[config.mk]
export PLATFORM = sky130hd
export DESIGN_NAME = pipe_skid_reg
export DESIGN_NICKNAME = d
export VERILOG_FILES = /design/src/rtl/pipe_skid_reg.sv
export SDC_FILE = /design/constraint.sdc
export NUM_CORES = 1
export LEC_CHECK = 0
export ABC_AREA = 1
export CAP_MARGIN = 20
export CORE_MARGIN = 3
export CORE_UTILIZATION = 25
export DETAILED_ROUTE_END_ITERATION = 10
export GPL_TIMING_DRIVEN = 0
export RECOVER_POWER = 100
export SLEW_MARGIN = 20
export SYNTH_ARGS = -nofsm -noshare
export SYNTH_HDL_FRONTEND = slang
export SYNTH_SLANG_ARGS = --single-unit
export TNS_END_PERCENT = 10
[constraint.sdc]
create_clock -name clk -period 2.1 [get_ports clk]
set_input_delay 0.42 -clock clk [delete_from_list [all_inputs] [get_ports clk]]
set_output_delay 0.42 -clock clk [all_outputs]
set_load 0.01 [all_outputs]
[src/rtl/pipe_skid_reg.sv]
// ---------------------------------------------------------------------------
// pipe_skid_reg
//
// Two-entry skid-buffered pipeline register. It breaks the combinational
// path on the ready signal, so in_ready depends only on local state and
// reset/flush, never on out_ready. It still sustains one payload per cycle
// when the downstream stage is always ready.
//
// Storage:
//   main  - the entry presented downstream (drives out_data)
//   skid  - catches the payload accepted in the cycle when the downstream
//           stage stalls while main is already occupied
//   state - EMPTY / ONE / FULL (number of valid entries)
//
// Parameters:
//   WIDTH   payload width in bits (>= 1)
//   BUBBLE  payload value loaded into main/skid on reset or flush
//
// Ports:
//   clk        in   single clock, all state updates on the rising edge
//   reset      in   synchronous, active-high; highest priority
//   flush      in   synchronous pipeline flush; beats every handshake
//   in_valid   in   upstream holds a valid payload
//   in_data    in   upstream payload
//   in_ready   out  block accepts a payload this cycle
//   out_valid  out  out_data holds a valid payload
//   out_data   out  downstream payload (the main register)
//   out_ready  in   downstream accepts out_data this cycle
//   occupancy  out  entries held: 0, 1 or 2
//   stall_cnt  out  saturating count of cycles with out_valid & ~out_ready
// ---------------------------------------------------------------------------
module pipe_skid_reg #(
    parameter int                WIDTH  = 32,
    parameter logic [WIDTH-1:0]  BUBBLE = {WIDTH{1'b0}}
) (
    input  logic              clk,
    input  logic              reset,
    input  logic              flush,
    input  logic              in_valid,
    input  logic [WIDTH-1:0]  in_data,
    output logic              in_ready,
    output logic              out_valid,
    output logic [WIDTH-1:0]  out_data,
    input  logic              out_ready,
    output logic [1:0]        occupancy,
    output logic [15:0]       stall_cnt
);

    typedef enum logic [1:0] {
        EMPTY = 2'd0,
        ONE   = 2'd1,
        FULL  = 2'd2
    } state_t;

    localparam logic [15:0] STALL_MAX = 16'hFFFF;

    state_t            state_q, state_d;
    logic [WIDTH-1:0]  main_q,  main_d;
    logic [WIDTH-1:0]  skid_q,  skid_d;
    logic [15:0]       stall_q;

    logic              in_fire;
    logic              out_fire;

    // -----------------------------------------------------------------------
    // Handshake
    // -----------------------------------------------------------------------
    // in_ready is derived from registered state only (plus reset/flush), so
    // the upstream stage never sees a combinational path from out_ready.
    // Deasserting it during reset/flush keeps upstream from believing a
    // payload was taken when it is about to be discarded.
    assign in_ready  = (state_q != FULL) & ~reset & ~flush;
    assign out_valid = (state_q != EMPTY);
    assign out_data  = main_q;
    assign stall_cnt = stall_q;

    assign in_fire   = in_valid  & in_ready;
    assign out_fire  = out_valid & out_ready;

    always_comb begin
        case (state_q)
            EMPTY:   occupancy = 2'd0;
            ONE:     occupancy = 2'd1;
            FULL:    occupancy = 2'd2;
            default: occupancy = 2'd0;
        endcase
    end

    // -----------------------------------------------------------------------
    // Next-state / datapath
    // -----------------------------------------------------------------------
    always_comb begin
        // NOTE: every signal written here gets a default first; a missing
        // assignment on any path would otherwise infer a latch.
        state_d = state_q;
        main_d  = main_q;
        skid_d  = skid_q;

        case (state_q)
            EMPTY: begin
                if (in_fire) begin
                    main_d  = in_data;
                    state_d = ONE;
                end
            end

            ONE: begin
                if (in_fire && out_fire) begin
                    // Current head leaves while the new payload lands
                    // directly in main: occupancy unchanged.
                    main_d = in_data;
                end else if (in_fire) begin
                    // Downstream stalled: park the new payload in skid so
                    // main (and therefore out_data) stays stable.
                    skid_d  = in_data;
                    state_d = FULL;
                end else if (out_fire) begin
                    // main keeps the consumed value; it is simply no longer
                    // flagged valid.
                    state_d = EMPTY;
                end
            end

            FULL: begin
                // in_ready is low here, so only the drain side can move.
                if (out_fire) begin
                    main_d  = skid_q;
                    state_d = ONE;
                end
            end

            default: begin
                state_d = EMPTY;
            end
        endcase
    end

    // -----------------------------------------------------------------------
    // State and payload registers
    // -----------------------------------------------------------------------
    // NOTE: sequential state uses non-blocking assignments only, so every
    // register samples the pre-edge values regardless of statement order.
    always_ff @(posedge clk) begin
        if (reset) begin
            // NOTE: the payload registers are reset (not just the state)
            // because out_data is visible and must read BUBBLE afterwards.
            state_q <= EMPTY;
            main_q  <= BUBBLE;
            skid_q  <= BUBBLE;
        end else if (flush) begin
            state_q <= EMPTY;
            main_q  <= BUBBLE;
            skid_q  <= BUBBLE;
        end else begin
            state_q <= state_d;
            main_q  <= main_d;
            skid_q  <= skid_d;
        end
    end

    // -----------------------------------------------------------------------
    // Back-pressure counter
    // -----------------------------------------------------------------------
    // Counts cycles where a valid payload is refused downstream. It is a
    // performance statistic, so flush does not touch it; only reset clears.
    always_ff @(posedge clk) begin
        if (reset) begin
            stall_q <= 16'd0;
        end else if (out_valid && !out_ready && (stall_q != STALL_MAX)) begin
            stall_q <= stall_q + 16'd1;
        end
    end

endmodule
==> results of run 1 <==
[worst max-delay path, cell delays in order]
cell	delay, ns
clkdlybuf4s50_1	0.47
nor2_4	0.17
inv_2	0.11
nor2_4	0.12
dlygate4sd2_1	0.31
[layer usage]
layer | GRT usage | wire [um] | vias to the layer above
met3 | 0.0324 | 585 | 12
met4 | 0.0487 | 172 | 0
met5 | 0 | 0 | -
li1 | - | - | 1968
met2 | 0.205 | 4590 | 73
met1 | 0.166 | 4900 | 1614
[sequential cells by signal, indices dropped and copies added, names as in the netlist]
register   flops
out_data      32
skid_q        32
stall_cnt     16
state_q        2
[power by group through the flow]
stage               clock [W]  combinational, W  sequential [W]
global route          0.00180          0.000268         0.00157
finish                0.00170          0.000240         0.00157
global placement            0          0.000246         0.00161
detailed placement          0          0.000245         0.00161
floorplan                   0          0.000106         0.00161
CTS                   0.00175          0.000248         0.00157
[cell usage after synthesis]
library cell	n	area share
dfxtp_1	82	0.44
nand4_1	6	0.010
o21ai_0	34	0.045
clkinv_1	1	0.0010
nand2_2	1	0.0017
nor2_1	90	0.090
buf_2	10	0.013
clkbuf_1	9	0.0090
xnor2_1	1	0.0023
nor2_2	3	0.0050
nand3_1	42	0.056
a21oi_4	1	0.0043
ha_1	1	0.0033
nand2_4	3	0.0090
and3_1	1	0.0017
nor3b_1	1	0.0020
nand3_2	1	0.0027
nand3b_1	1	0.0020
a21oi_1	45	0.060
clkbuf_2	3	0.0040
xor2_1	4	0.0094
buf_4	8	0.016
nand2_1	182	0.18
inv_1	16	0.016
inv_4	1	0.0017
nor2_4	3	0.0090
inv_2	4	0.0040
[what timing repair did]
action / CTS / global route
gates resized for setup: 6 / 0
endpoints found under the setup margin: 3 / 0
setup buffers: 1 / 0
[logic make-up after synthesis]
| family | after synthesis | share of synthesized area |
|---|---|---|
| fa+ha+maj | 1 | 0.00334 |
| xor+xnor | 5 | 0.0117 |
| buf+inv | 52 | 0.0651 |
| flops | 82 | 0.438 |
| compound gates | 80 | 0.110 |
| simple gates | 334 | 0.372 |
[how the worst min path moves through the flow]
| stage | from | endpoint | slack, ns | cells after the start |
|---|---|---|---|---|
| after floorplan | skid_q[24]$_SDFFE_PP0P_ | skid_q[24]$_SDFFE_PP0P_ | 0.45 | 2 |
| after global placement | out_data[28]$_SDFFE_PP0P_ | out_data[28]$_SDFFE_PP0P_ | 0.45 | 2 |
| after detailed placement | out_data[15]$_SDFFE_PP0P_ | out_data[15]$_SDFFE_PP0P_ | 0.46 | 2 |
| after CTS | out_data[30]$_SDFFE_PP0P_ | out_data[30]$_SDFFE_PP0P_ | 0.46 | 2 |
| after global routing | out_data[18]$_SDFFE_PP0P_ | out_data[18]$_SDFFE_PP0P_ | 0.48 | 2 |
| final | out_data[30]$_SDFFE_PP0P_ | out_data[30]$_SDFFE_PP0P_ | 0.46 | 2 |
[final cells by class]
type / count / area [um2]
Tap cell: 184 / 230
Buffer: 30 / 153
Clock inverter: 4 / 76.3
Clock buffer: 11 / 243
Timing Repair Buffer: 89 / 885
Fill cell: 1604 / 9430
Sequential cell: 82 / 1640
Multi-Input combinational cell: 420 / 1850
Inverter: 22 / 85.1
[stage by stage]
step | hold WS [ns] | area, um2 | util | total power (W) | setup slack, ns
after detailed placement | 0.456 | 4860 | 0.333 | 0.00185 | -0.453
final | 0.456 | 5160 | 0.354 | 0.00351 | 0.0671
after CTS | 0.464 | 5190 | 0.356 | 0.00357 | 0.0533
after global routing | 0.477 | 5160 | 0.354 | 0.00364 | 0.00127
after floorplan | 0.455 | 3750 | - | 0.00172 | 0.487
after global placement | 0.448 | 4860 | 0.333 | 0.00185 | -0.475
==> qor.yml, run 1 <==
drive_gt1_frac: 0.0714
syn_nets: 592
gp_congestion: 0.796
vdd_ir_drop_max_v: 0.000369
swShare: 0.216
syn_inst: 554
rows: 44
clk_pin_slew_ns: 0.06
max-slew-margin-rel: 0.624
dr.pass1.iters: 4
clk_latency_ns: 0.33
start_util: 0.257
clockRootBuffer: "clkbuf_16"
hpwl_um: 7590
cp-end-kind: "primary output"
dieWidth_um: 128
hold_viol: 0
fin_cells: 842
synth_seq_cells: 82
chipHeight_um: 128
drt_wl_total_um: 10300
finClkSkew_ns: 0.00605
ys_seq_area_frac: 0.438
status: "complete, no violations"
cts_buffer_depth: 2
r2r-end: "out_data[6]$_SDFFE_PP0P_"
slew_violations: 0
fmax_mhz: 492
cts_buffers: 9
grt.total_usage: 0.128
r2r_slack_ns: 0.28
grt_pass1_wl_um: 16800
reg2regPathDepth: 9
pwr-share-comb: 0.068
tightest_slew_ns: 0.564
pwr-share-clk: 0.484
dp.cells: 826
globalRouteOverflowTotal: 0
clock-sinks: 82
powerDensity_nw_per_um2: 680
yosysWarnings: 0
synth.distinct_cells: 27
drt_iter0_markers: 223
layout.nets: 692
fin_crit_ns: 2.03
post_drt_wl_per_cell_um: 12.2
io_buffers: 88
ant_nets: 0
core_area_um2: 14600
maxCapViolCount: 0
grt_max_degree: 14
avgSynthCellArea_um2: 6.76
vias: 3667
required_ns: 1.68
netlist_area_um2: 3750
antennaDiodeCount: 0
hold_buffers: 0
antenna_found_initial: 0
rr_startpoint: "state_q[0]$_SDFFE_PP0P_"
cts_tree: "built"
fin_setup_tns_ns: 0
cp-start-kind: "primary input"
post-route-drc-count: 0
setup_viol: 0
final_cell_mix: "182 x nand2_1, 91 x nor2_1, 81 x dfxtp_1"
p_leak_nw: 2.09
dieArea_um2: 16500
power.internal_w: 0.00275
worst-setup-path-type: "primary input to primary output"
ios: 89
p_seq_frac: 0.448
post-route-period-util: 0.968
h-tree-depth: 3
grt_pass1_vias: 3380
hp-class: "register to register"
vias_per_cell: 4.36
syn_to_final_growth_pct: 37.8
cp_max_fo: 8
grt_setup_unrepaired: "false"
p_switching_w: 0.000758
crit_start: "reset"
worstPathArrival_ns: 1.61
layout_commonest_cell: "nand2_1"
endpoint: "in_ready"
No activity file was read; power rests on OpenSTA's default activity.
==> run 2: changes to the inputs <==
- HOLD_SLACK_MARGIN: not set -> 0.1
==> results of run 2 <==
The final DEF is identical to that of run 1; final timing and power are the same.
==> run 3: changes to the inputs <==
==> constraint.sdc (replaced) <==
create_clock -name clk -period 2.1 [get_ports clk]
set_input_delay 0.21 -clock clk [delete_from_list [all_inputs] [get_ports clk]]
set_output_delay 0.21 -clock clk [all_outputs]
set_load 0.01 [all_outputs]
==> run 3 against run 2 <==
Against the previous run:
- setup slack improved by 0.045 ns
- maximum frequency up 2.3%
- die area unchanged
- wire length fell by 0.15%
- flip-flop and latch count is the same
- core utilization fell by 0.10 points
==> qor.yml, run 3 (synthesized netlist as in run 1, its figures left out) <==
vdd_ir_drop_max_v: 0.000373  # +1.2%
p_leak_nw: 2.07  # -0.91%
reg2regPathDepth: 10  # +1
rows: 44  # unchanged
slew_violations: 0  # unchanged
grt_pass1_vias: 3373  # -0.21%
grt.total_usage: 0.128  # about the same
h-tree-depth: 3  # unchanged
dieArea_um2: 16500  # unchanged
clk_pin_slew_ns: 0.06  # about the same
cts_buffers: 9  # unchanged
antenna_found_initial: 0  # unchanged
chipHeight_um: 128  # unchanged
syn_to_final_growth_pct: 37.4
r2r_slack_ns: 0.28  # about the same
hold_end: "out_data[30]$_SDFFE_PP0P_"
dieWidth_um: 128  # unchanged
grt_pass1_wl_um: 16800  # about the same
setup_viol: 0  # unchanged
crit_family: "buffers and inverters"
fmax_mhz: 503  # +2.3%
clk_latency_ns: 0.33  # about the same
pwr-share-clk: 0.484  # about the same
globalRouteOverflowTotal: 0  # unchanged
hold_depth: 2  # unchanged
core_area_um2: 14600  # unchanged
cts_tree: "built"
crit_chain: "clkdlybuf4s50_1, nor2_4, inv_2, nor2_4, clkdlybuf4s50_1"
dp.cells: 826  # unchanged
cpPeakStageDelay_ns: 0.57  # +0.10 ns
power.internal_w: 0.00275  # about the same
required_ns: 1.89  # +0.21 ns
post-route-drc-count: 0  # unchanged
max-slew-margin-rel: 0.624  # about the same
ant_nets: 0  # unchanged
cp-end-kind: "primary output"
r2r-end: "stall_cnt[6]$_SDFFE_PP0P_"
clockRootBuffer: "clkbuf_16"
clock-sinks: 82  # unchanged
drt_iter0_markers: 180  # -19%
hpwl_um: 7590  # unchanged
finClkSkew_ns: 0.00607  # +0.0000188 ns
io_buffers: 88  # unchanged
worstPathArrival_ns: 1.78  # +0.17 ns
hold_viol: 0  # unchanged
rr_startpoint: "stall_cnt[0]$_SDFFE_PP0P_"
layout_commonest_cell: "nand2_1"
gp_congestion: 0.796  # unchanged
start_util: 0.257  # unchanged
cp.buffers_inverters: 3  # unchanged
fin_cells: 841  # -0.12%
cp-start-kind: "primary input"
post_drt_wl_per_cell_um: 12.2  # about the same
swShare: 0.215  # -0.000514
grt_max_degree: 14  # unchanged
hp-class: "register to register"
vias: 3679  # +0.33%
final_cell_mix: "183 x nand2_1, 91 x nor2_1, 81 x dfxtp_1"
antennaDiodeCount: 0  # unchanged
power_w: 0.00351  # about the same
drt_wl_total_um: 10200  # -0.15%
pwr-share-comb: 0.068  # about the same
cp_slowest_cell: "clkdlybuf4s50_1"
worst-setup-path-type: "primary input to primary output"
maxCapViolCount: 0  # unchanged
post-route-period-util: 0.947  # -0.0215
cp_max_fo: 8  # unchanged
grt_setup_unrepaired: "false"
status: "complete, no violations"
dr.pass1.iters: 4  # unchanged
cts_buffer_depth: 2  # unchanged
hold_start: "out_data[30]$_SDFFE_PP0P_"
post-cts-setup-buffers: 0  # -1
drive_gt1_frac: 0.0685  # -0.00294
p_seq_frac: 0.448  # about the same
ios: 89  # unchanged
powerDensity_nw_per_um2: 681  # +0.20%
vias_per_cell: 4.37  # +0.45%
p_switching_w: 0.000755  # -0.33%
layout.nets: 691  # -0.14%
fin_crit_ns: 1.99  # -0.0451 ns
tightest_slew_ns: 0.564  # +0.000666 ns
-- run 3: cell types whose count changed in the layout (fill, tap and decap cells not counted), moves of 2 or more --
| cell | change |
|---|---|
| buf_4 | -4 |
| dlygate4sd2_1 | -3 |
| clkbuf_2 | +2 |
| clkdlybuf4s50_1 | +2 |
-- run 3: how the worst max path moves through the flow --
stage,start,to,slack [ns],cells past startpoint
4_1_cts,state_q[0]$_SDFFE_PP0P_,occupancy[1],0.06,5
5_1_grt,reset,out_data[7]$_SDFFE_PP0P_,0.01,9
6_report,reset,in_ready,0.11,5
3_3_place_gp,reset,in_ready,-0.06,5
2_1_floorplan,stall_cnt[0]$_SDFFE_PP0P_,stall_cnt[10]$_SDFFE_PP0P_,0.49,9
3_5_place_dp,reset,in_ready,-0.03,5
-- run 3: cell type report --
cell class / count / area, um2
clock buffers: 11 / 243
inverters: 22 / 85.1
repair buffers: 88 / 881
fillers: 1601 / 9440
plain buffers: 30 / 144
clock inverters: 4 / 76.3
multi-input cells: 420 / 1850
well taps: 184 / 230
flip-flops and latches: 82 / 1640
-- run 3: power by group through the flow --
stage | Clock [W] | Sequential [W] | Combinational (W)
6_report | 0.00170 | 0.00157 | 0.000238
5_1_grt | 0.00180 | 0.00157 | 0.000267
4_1_cts | 0.00175 | 0.00157 | 0.000248
3_5_place_dp | 0 | 0.00161 | 0.000245
3_3_place_gp | 0 | 0.00161 | 0.000246
2_1_floorplan | 0 | 0.00161 | 0.000106
-- run 3: what timing repair did --
action | CTS | global route
resized for setup | 2 | 1
endpoints found under the setup margin | 2 | 1
pin swaps | 0 | 0
hold buffers | 0 | 0
-- run 3: worst reg2reg max path, delay by kind of cell, from the launching register on --
family / cells / cell delay, ns
compound gates: 1 / 0.14
fa+ha+maj: 1 / 0.23
buf+inv: 2 / 0.31
flops: 1 / 0.46
simple gates: 6 / 0.61
-- run 3: per-stage QoR --
stage / hold slack (ns) / utilization / TNS [ns] / worst slack [ns] / cell area (um2)
floorplan: 0.374 / - / 0 / 0.487 / 3750
global placement: 0.448 / 0.333 / -0.0651 / -0.0554 / 4860
detailed placement: 0.456 / 0.333 / -0.0328 / -0.0328 / 4860
CTS: 0.464 / 0.355 / 0 / 0.0619 / 5180
global route: 0.477 / 0.353 / 0 / 0.0106 / 5150
finish: 0.456 / 0.353 / 0 / 0.112 / 5150
-- run 3: per-layer routing --
metal / vias up / global-route usage / wire (um)
met3: 12 / 0.0324 / 528
met5: - / 0 / 0
met4: 0 / 0.0487 / 172
met2: 67 / 0.205 / 4600
met1: 1630 / 0.166 / 4940
li1: 1970 / - / -
